File: config.mk
export PLATFORM = sky130hd
export DESIGN_NAME = alu_issue_queue
export DESIGN_NICKNAME = d
export VERILOG_FILES = /design/src/rtl/alu_rs_pkg.sv /design/src/rtl/rs_pick2.sv /design/src/rtl/alu_issue_queue.sv
export SDC_FILE = /design/constraint.sdc
export NUM_CORES = 2
export LEC_CHECK = 0
export BUFFER_PORTS_ARGS = -buffer_cell sky130_fd_sc_hd__buf_2
export CAP_MARGIN = 20
export CORE_MARGIN = 2
export CORE_UTILIZATION = 40
export CTS_CLUSTER_DIAMETER = 30
export DETAILED_ROUTE_END_ITERATION = 6
export PLACE_DENSITY = 0.62
export SLEW_MARGIN = 20
export SYNTH_ARGS = -nofsm -noshare
export SYNTH_HDL_FRONTEND = slang
export SYNTH_SLANG_ARGS = --single-unit
File: constraint.sdc
create_clock -name clk -period 52.4 [get_ports clk]
set_input_delay 0 -clock clk [delete_from_list [all_inputs] [get_ports clk]]
set_output_delay 0 -clock clk [all_outputs]
set_load 0.005 [all_outputs]
File: src/rtl/alu_rs_pkg.sv
// Shared types and op codes for the ALU reservation station.
// Entry fields are sized by the package widths, which are also the top-level defaults.
package alu_rs_pkg;

    localparam int RS_OPE  = 32;
    localparam int RS_FUNC = 17;
    localparam int RS_TAG  = 5;

    localparam logic [RS_FUNC-1:0] ALU_ADD = 17'h01;
    localparam logic [RS_FUNC-1:0] ALU_SUB = 17'h02;
    localparam logic [RS_FUNC-1:0] ALU_AND = 17'h03;
    localparam logic [RS_FUNC-1:0] ALU_OR  = 17'h04;

    typedef struct packed {
        logic              rdy;
        logic [RS_TAG-1:0] tag;
        logic [RS_OPE-1:0] val;
    } rs_src_t;

    typedef struct packed {
        logic               valid;
        logic [RS_FUNC-1:0] func;
        logic [RS_TAG-1:0]  tag;
        rs_src_t            s1;
        rs_src_t            s2;
    } rs_entry_t;

endpackage

File: src/rtl/rs_pick2.sv
// Finds the lowest and second-lowest set bits of a request vector.
// Returns them as one-hot grants, binary indices and valid flags.
module rs_pick2 #(
    parameter int DEPTH = 8,
    localparam int IW   = $clog2(DEPTH)
) (
    input  logic [DEPTH-1:0] req,
    output logic [DEPTH-1:0] gnt0,
    output logic [DEPTH-1:0] gnt1,
    output logic [IW-1:0]    idx0,
    output logic [IW-1:0]    idx1,
    output logic             vld0,
    output logic             vld1
);

    logic [DEPTH-1:0] rest;

    // Two's-complement isolation of the lowest set bit, applied twice
    always_comb begin
        gnt0 = req & (~req + DEPTH'(1));
        rest = req & ~gnt0;
        gnt1 = rest & (~rest + DEPTH'(1));
        vld0 = |req;
        vld1 = |rest;
        idx0 = '0;
        idx1 = '0;
        for (int i = 0; i < DEPTH; i++) begin
            if (gnt0[i]) idx0 = IW'(i);
            if (gnt1[i]) idx1 = IW'(i);
        end
    end

endmodule

File: src/rtl/alu_issue_queue.sv
// Reservation station feeding the dual-lane ALU: buffers ops, snoops both CDB lanes,
// and issues up to two ready ops per cycle through registered outputs.
module alu_issue_queue
    import alu_rs_pkg::*;
#(
    parameter int OPE   = RS_OPE,
    parameter int FUNC  = RS_FUNC,
    parameter int TAG   = RS_TAG,
    parameter int DEPTH = 8
) (
    input  logic                      clk,
    input  logic                      rst,
    input  logic                      flush,
    input  logic                      disp_valid,
    output logic                      disp_ready,
    input  logic [FUNC-1:0]           disp_func,
    input  logic [TAG-1:0]            disp_tag,
    input  logic                      disp_s1_rdy,
    input  logic [TAG-1:0]            disp_s1_tag,
    input  logic [OPE-1:0]            disp_s1_val,
    input  logic                      disp_s2_rdy,
    input  logic [TAG-1:0]            disp_s2_tag,
    input  logic [OPE-1:0]            disp_s2_val,
    input  logic [1:0]                cdb_valid,
    input  logic [1:0][TAG-1:0]       cdb_tag,
    input  logic [1:0][OPE-1:0]       cdb_data,
    output logic [1:0]                iss_valid,
    output logic [TAG-1:0]            iss_tag1,
    output logic [TAG-1:0]            iss_tag2,
    output logic [FUNC-1:0]           op_func1,
    output logic [FUNC-1:0]           op_func2,
    output logic [OPE-1:0]            operand11,
    output logic [OPE-1:0]            operand12,
    output logic [OPE-1:0]            operand21,
    output logic [OPE-1:0]            operand22
);

    localparam int IW = $clog2(DEPTH);

    rs_entry_t        ent   [DEPTH];
    rs_entry_t        ent_n [DEPTH];
    logic [DEPTH-1:0] free_vec;
    logic [DEPTH-1:0] elig_vec;
    logic [DEPTH-1:0] iss_gnt0, iss_gnt1;
    logic [IW-1:0]    iss_idx0, iss_idx1;
    logic             iss_vld0, iss_vld1;
    logic [IW-1:0]    free_idx;
    logic             free_vld;
    logic [DEPTH-1:0] free_gnt0_unused, free_gnt1_unused;
    logic [IW-1:0]    free_idx1_unused;
    logic             free_vld1_unused;

    // Lane 0 takes precedence when both CDB lanes carry the awaited tag
    function automatic rs_src_t wake(input rs_src_t s, input logic [1:0] cv,
                                     input logic [1:0][TAG-1:0] ct,
                                     input logic [1:0][OPE-1:0] cd);
        rs_src_t r;
        r = s;
        if (!s.rdy) begin
            if (cv[0] && (s.tag == ct[0])) begin
                r.rdy = 1'b1;
                r.val = cd[0];
            end else if (cv[1] && (s.tag == ct[1])) begin
                r.rdy = 1'b1;
                r.val = cd[1];
            end
        end
        return r;
    endfunction

    always_comb begin
        for (int i = 0; i < DEPTH; i++) begin
            free_vec[i] = !ent[i].valid;
            elig_vec[i] = ent[i].valid && ent[i].s1.rdy && ent[i].s2.rdy;
        end
    end

    rs_pick2 #(.DEPTH(DEPTH)) u_free_pick (
        .req(free_vec), .gnt0(free_gnt0_unused), .gnt1(free_gnt1_unused),
        .idx0(free_idx), .idx1(free_idx1_unused), .vld0(free_vld), .vld1(free_vld1_unused)
    );

    rs_pick2 #(.DEPTH(DEPTH)) u_iss_pick (
        .req(elig_vec), .gnt0(iss_gnt0), .gnt1(iss_gnt1),
        .idx0(iss_idx0), .idx1(iss_idx1), .vld0(iss_vld0), .vld1(iss_vld1)
    );

    assign disp_ready = free_vld;

    // The slot being written is free in the current state, so it never collides with issue
    always_comb begin
        for (int i = 0; i < DEPTH; i++) begin
            ent_n[i] = ent[i];
            if (ent[i].valid) begin
                ent_n[i].s1 = wake(ent[i].s1, cdb_valid, cdb_tag, cdb_data);
                ent_n[i].s2 = wake(ent[i].s2, cdb_valid, cdb_tag, cdb_data);
            end
            if (iss_gnt0[i] || iss_gnt1[i]) ent_n[i].valid = 1'b0;
        end
        if (disp_valid && free_vld) begin
            ent_n[free_idx].valid = 1'b1;
            ent_n[free_idx].func  = disp_func;
            ent_n[free_idx].tag   = disp_tag;
            ent_n[free_idx].s1    = wake('{rdy: disp_s1_rdy, tag: disp_s1_tag, val: disp_s1_val},
                                         cdb_valid, cdb_tag, cdb_data);
            ent_n[free_idx].s2    = wake('{rdy: disp_s2_rdy, tag: disp_s2_tag, val: disp_s2_val},
                                         cdb_valid, cdb_tag, cdb_data);
        end
    end

    always_ff @(posedge clk or posedge rst) begin
        if (rst) begin
            for (int i = 0; i < DEPTH; i++) ent[i] <= '0;
            iss_valid <= '0;
            iss_tag1  <= '0;
            iss_tag2  <= '0;
            op_func1  <= '0;
            op_func2  <= '0;
            operand11 <= '0;
            operand12 <= '0;
            operand21 <= '0;
            operand22 <= '0;
        end else if (flush) begin
            for (int i = 0; i < DEPTH; i++) ent[i].valid <= 1'b0;
            iss_valid <= '0;
            iss_tag1  <= '0;
            iss_tag2  <= '0;
            op_func1  <= '0;
            op_func2  <= '0;
            operand11 <= '0;
            operand12 <= '0;
            operand21 <= '0;
            operand22 <= '0;
        end else begin
            ent       <= ent_n;
            iss_valid <= {iss_vld1, iss_vld0};
            iss_tag1  <= iss_vld0 ? ent[iss_idx0].tag    : '0;
            op_func1  <= iss_vld0 ? ent[iss_idx0].func   : '0;
            operand11 <= iss_vld0 ? ent[iss_idx0].s1.val : '0;
            operand12 <= iss_vld0 ? ent[iss_idx0].s2.val : '0;
            iss_tag2  <= iss_vld1 ? ent[iss_idx1].tag    : '0;
            op_func2  <= iss_vld1 ? ent[iss_idx1].func   : '0;
            operand21 <= iss_vld1 ? ent[iss_idx1].s1.val : '0;
            operand22 <= iss_vld1 ? ent[iss_idx1].s2.val : '0;
        end
    end

endmodule
==> reports/qor.txt <==
Internal power = 2.202 mW
Synthesized area per cell = 10.37 µm²
Failing checks = design-rule violations
Mux cell area share after synthesis = 0.1513
Sw Share = 0.2759
Ys async rst share = 1.000
Final setup vio count = 0
Status = finished, violations left
Hold Crit Depth = 3
Hold_sp = disp_tag[3]
Finished Cell Area = 0.07294 mm²
Most common cell after layout, fill and taps aside = dfrtp_1
Final wirelength = 274200 µm
Synth Area in Compound Gates = 0.3158
VDD IR max = 0.03587 mV
Initial core utilization = 0.4034
Sequential power share = 0.312
Crit path DAT = 6.39 ns
Antenna viol nets, final = 0
CTS buffer count = 241
Met2 routed WL = 110500 µm
Register-to-Register Path Depth = 10
Max Clock Skew = 0.1137 ns
FF+latch count, synth = 966
Startpoint types = flip-flop
Distinct cells, synth = 60
Post-CTS setup buffer count = 0
Min Hold Slack = 0.04501 ns
Vias = 58820
Syn_nets = 5856
Setup WS post-layout = 46.72 ns
CP Max Fanout = 60
Pleak = 33.34 nW
Clock Latency Late Sink = 0.91 ns
Placeable Area = 0.1459 mm²
R2R Path End = iss_tag1[4]
Nets = 6038
Post-Synth Adder-Cell Area = 0
Mapped cell area = 0.05886 mm²
Die span in y = 387.6 µm
Max clock buf depth = 3
Via density = 7.340
Clock-pin slew on the worst setup and hold paths = 0.05 ns
Vias in the first global route = 57910
Top_reg_cell synth = dfrtp_1
XOR/XNOR share of the synthesized area = 0.02678
Hold Path Class = input pin to flip-flop
Max-cap viol count = 0
First DRT Iteration DRCs = 9666
Wire per inst = 34.22 µm
Hpwl dp = 146300 µm
M1 WL = 101400 µm
Clk pwr share = 0.554
First-pass GRT wire length = 396900 µm
Share of cells above drive strength 1 = 0.2219
Initial antenna violation count = 27
Fin. Hold Viols = 0
Post-synth EDFFs = 0
Max-slew headroom = 0.1495
CTS sink cnt = 966
Min Tclk post-route = 5.677 ns
Worst-margin pin slew = 1.276 ns
Row count = 140
RSZ-0062 raised after global routing = no
Area delta synth->final = 23.91%
GP Congestion = 0.9148
Critical path endpoint category = flip-flop
Final worst-path cycle share = 0.1083
Die area = 0.1502 mm²
CTS tree = built
Met3 wire length = 41570 µm
Yosys warns = 0
Critical path data required time = 53.11 ns
Die width = 387.6 µm
Reg area = 0.02417 mm²
Clk root buf = clkbuf_16
Tot GR Track Use = 0.3515
Largest family of logic cells by synthesized area = compound AO/OA/AOI/OAI gates
Top Ports = 353
Congestion Overflow GR = 0
Switch Pwr = 839.0 µW
Gate power share = 0.133
Post-Synthesis Cells = 5678
Cell Area, Placed = 0.06095 mm²
Setup TNS = 0 ns
Power per cell area = 41.69 mW/mm²
First-pass DRT Iterations = 7
IO buf count = 352
FILL cells = 12850
Fmax = 176.1 MHz
Maximum number of pins on one net before global-route repair = 194
R2r startpoint = ent[98]
H-tree depth = 4
Most frequent cells in the layout = dfrtp_1 (966), a22o_1 (684), mux2i_1 (602), o22ai_1 (554), a22oi_1 (512)
Pre-CTS setup slack = 46.92 ns
Seq/Total Area, Yosys = 0.4107
Area occupied by multi-input gates = 0.03136 mm²
Worst min-delay path endpoint = ent[475]
Worst reg2reg setup slack = 46.72 ns
Kind of critical path = flip-flop to flip-flop
Slew Viols, Final = 0
# DRC = 8
Top Metal Used = met5
Post-Synth Simple-Gate Area = 0.03403
[timing repair]
| item | in CTS | in global routing |
|---|---|---|
| resized for setup | 0 | 0 |
| endpoints found under the hold margin | 982 | 4 |
| setup endpoints to repair | 0 | 0 |
| hold buffers | 258 | 1 |
[power by group through the flow]
stage | clock network (mW) | logic, mW | registers [mW]
floorplan | 0 | 0.275 | 0.927
global placement | 0 | 0.366 | 0.953
detailed placement | 0 | 0.376 | 0.956
CTS | 1.69 | 0.391 | 0.946
global route | 1.73 | 0.427 | 0.961
finish | 1.69 | 0.405 | 0.950
[layout make-up]
class                   instances  share of cell area
diodes                         21           0.0007205
clock buffers                 307             0.09212
clock inverters               152             0.03537
inverters                      39            0.002282
multi-input cells            3862              0.4300
flip-flops and latches        966              0.3314
well taps                    1917             0.03289
repair buffers                750             0.07519
[worst max-delay path: stages, from the launching register on]
cell	delay [ns]
dfrtp_1	0.47
and3_1	0.28
nor2_1	0.38
o211ai_1	0.20
nand2_4	0.68
buf_4	0.83
buf_4	0.81
buf_4	0.94
mux2i_1	0.27
mux2i_1	0.09
a22o_1	0.27
[Yosys cell counts, types with 3 or more instances]
library cell	n	area share
xnor2_1	72	0.011
o22ai_2	20	0.0043
a31oi_1	240	0.026
nand2b_1	33	0.0035
buf_1	40	0.0026
mux2i_1	602	0.10
buf_8	4	0.0010
a2111oi_1	7	0.0012
o21bai_1	7	0.00089
buf_4	20	0.0026
nor2_1	32	0.0020
xor2_1	108	0.016
nand2_1	34	0.0022
dfrtp_1	966	0.41
o21ai_1	4	0.00034
mux2_2	252	0.048
buf_6	3	0.00057
and3_1	112	0.012
a21o_1	17	0.0022
a2111oi_2	79	0.020
o211ai_1	3	0.00038
nand3_2	3	0.00051
inv_1	39	0.0025
nand4_1	12	0.0013
mux2_1	4	0.00077
a211oi_1	90	0.011
a21oi_2	4	0.00060
a22o_1	684	0.10
clkbuf_2	6	0.00051
nor3_1	72	0.0061
o21ai_0	186	0.016
clkbuf_1	532	0.034
a21oi_1	28	0.0024
o22a_1	16	0.0024
nand3_1	21	0.0018
a22oi_1	512	0.065
nor4_1	28	0.0030
buf_2	205	0.017
o22ai_1	556	0.059
[sequential cells by signal (all words and copies together) (netlist names)]
| register | count |
|---|---|
| ent | 792 |
| operand11 | 32 |
| operand12 | 32 |
| operand21 | 32 |
| operand22 | 32 |
| op_func1 | 17 |
| op_func2 | 17 |
| iss_tag1 | 5 |
| iss_tag2 | 5 |
| iss_valid | 2 |
[kinds of logic (layout without fill, tap and decap cells)]
kind of cell	count (synthesis)	after routing
AOI/OAI and AO/OA	2464	2464
xor gates and xnor gates	180	180
buffers and inverters	850	1248
DFF	966	966
muxes	858	858
other	0	21
and+or+nand+nor	360	360
[routing by layer]
layer	up-vias	track usage
met2	5389	0.4860
met3	1511	0.1457
met4	24	0.2276
met1	28950	0.4481
met5	-	0.005423
li1	22950	-
[through the flow]
stage | utilization | power, mW | cells
6_report | 0.4998 | 3.041 | 8014
3_5_place_dp | 0.4177 | 1.331 | 7274
2_1_floorplan | - | 1.202 | 5678
5_1_grt | 0.4996 | 3.119 | 8002
4_1_cts | 0.4991 | 3.023 | 7991
3_3_place_gp | 0.4177 | 1.319 | 7274
[worst max path at each step]
stage	from	to	slack [ns]
floorplan	rst	ent[0]	25.23
global placement	ent[98]	op_func1[7]	47.08
detailed placement	ent[98]	iss_tag1[0]	46.92
CTS	ent[98]	iss_tag1[4]	46.91
global route	ent[98]	iss_tag1[4]	46.58
finish	ent[98]	iss_tag1[4]	46.72
Power figures use the tool's default switching activity.
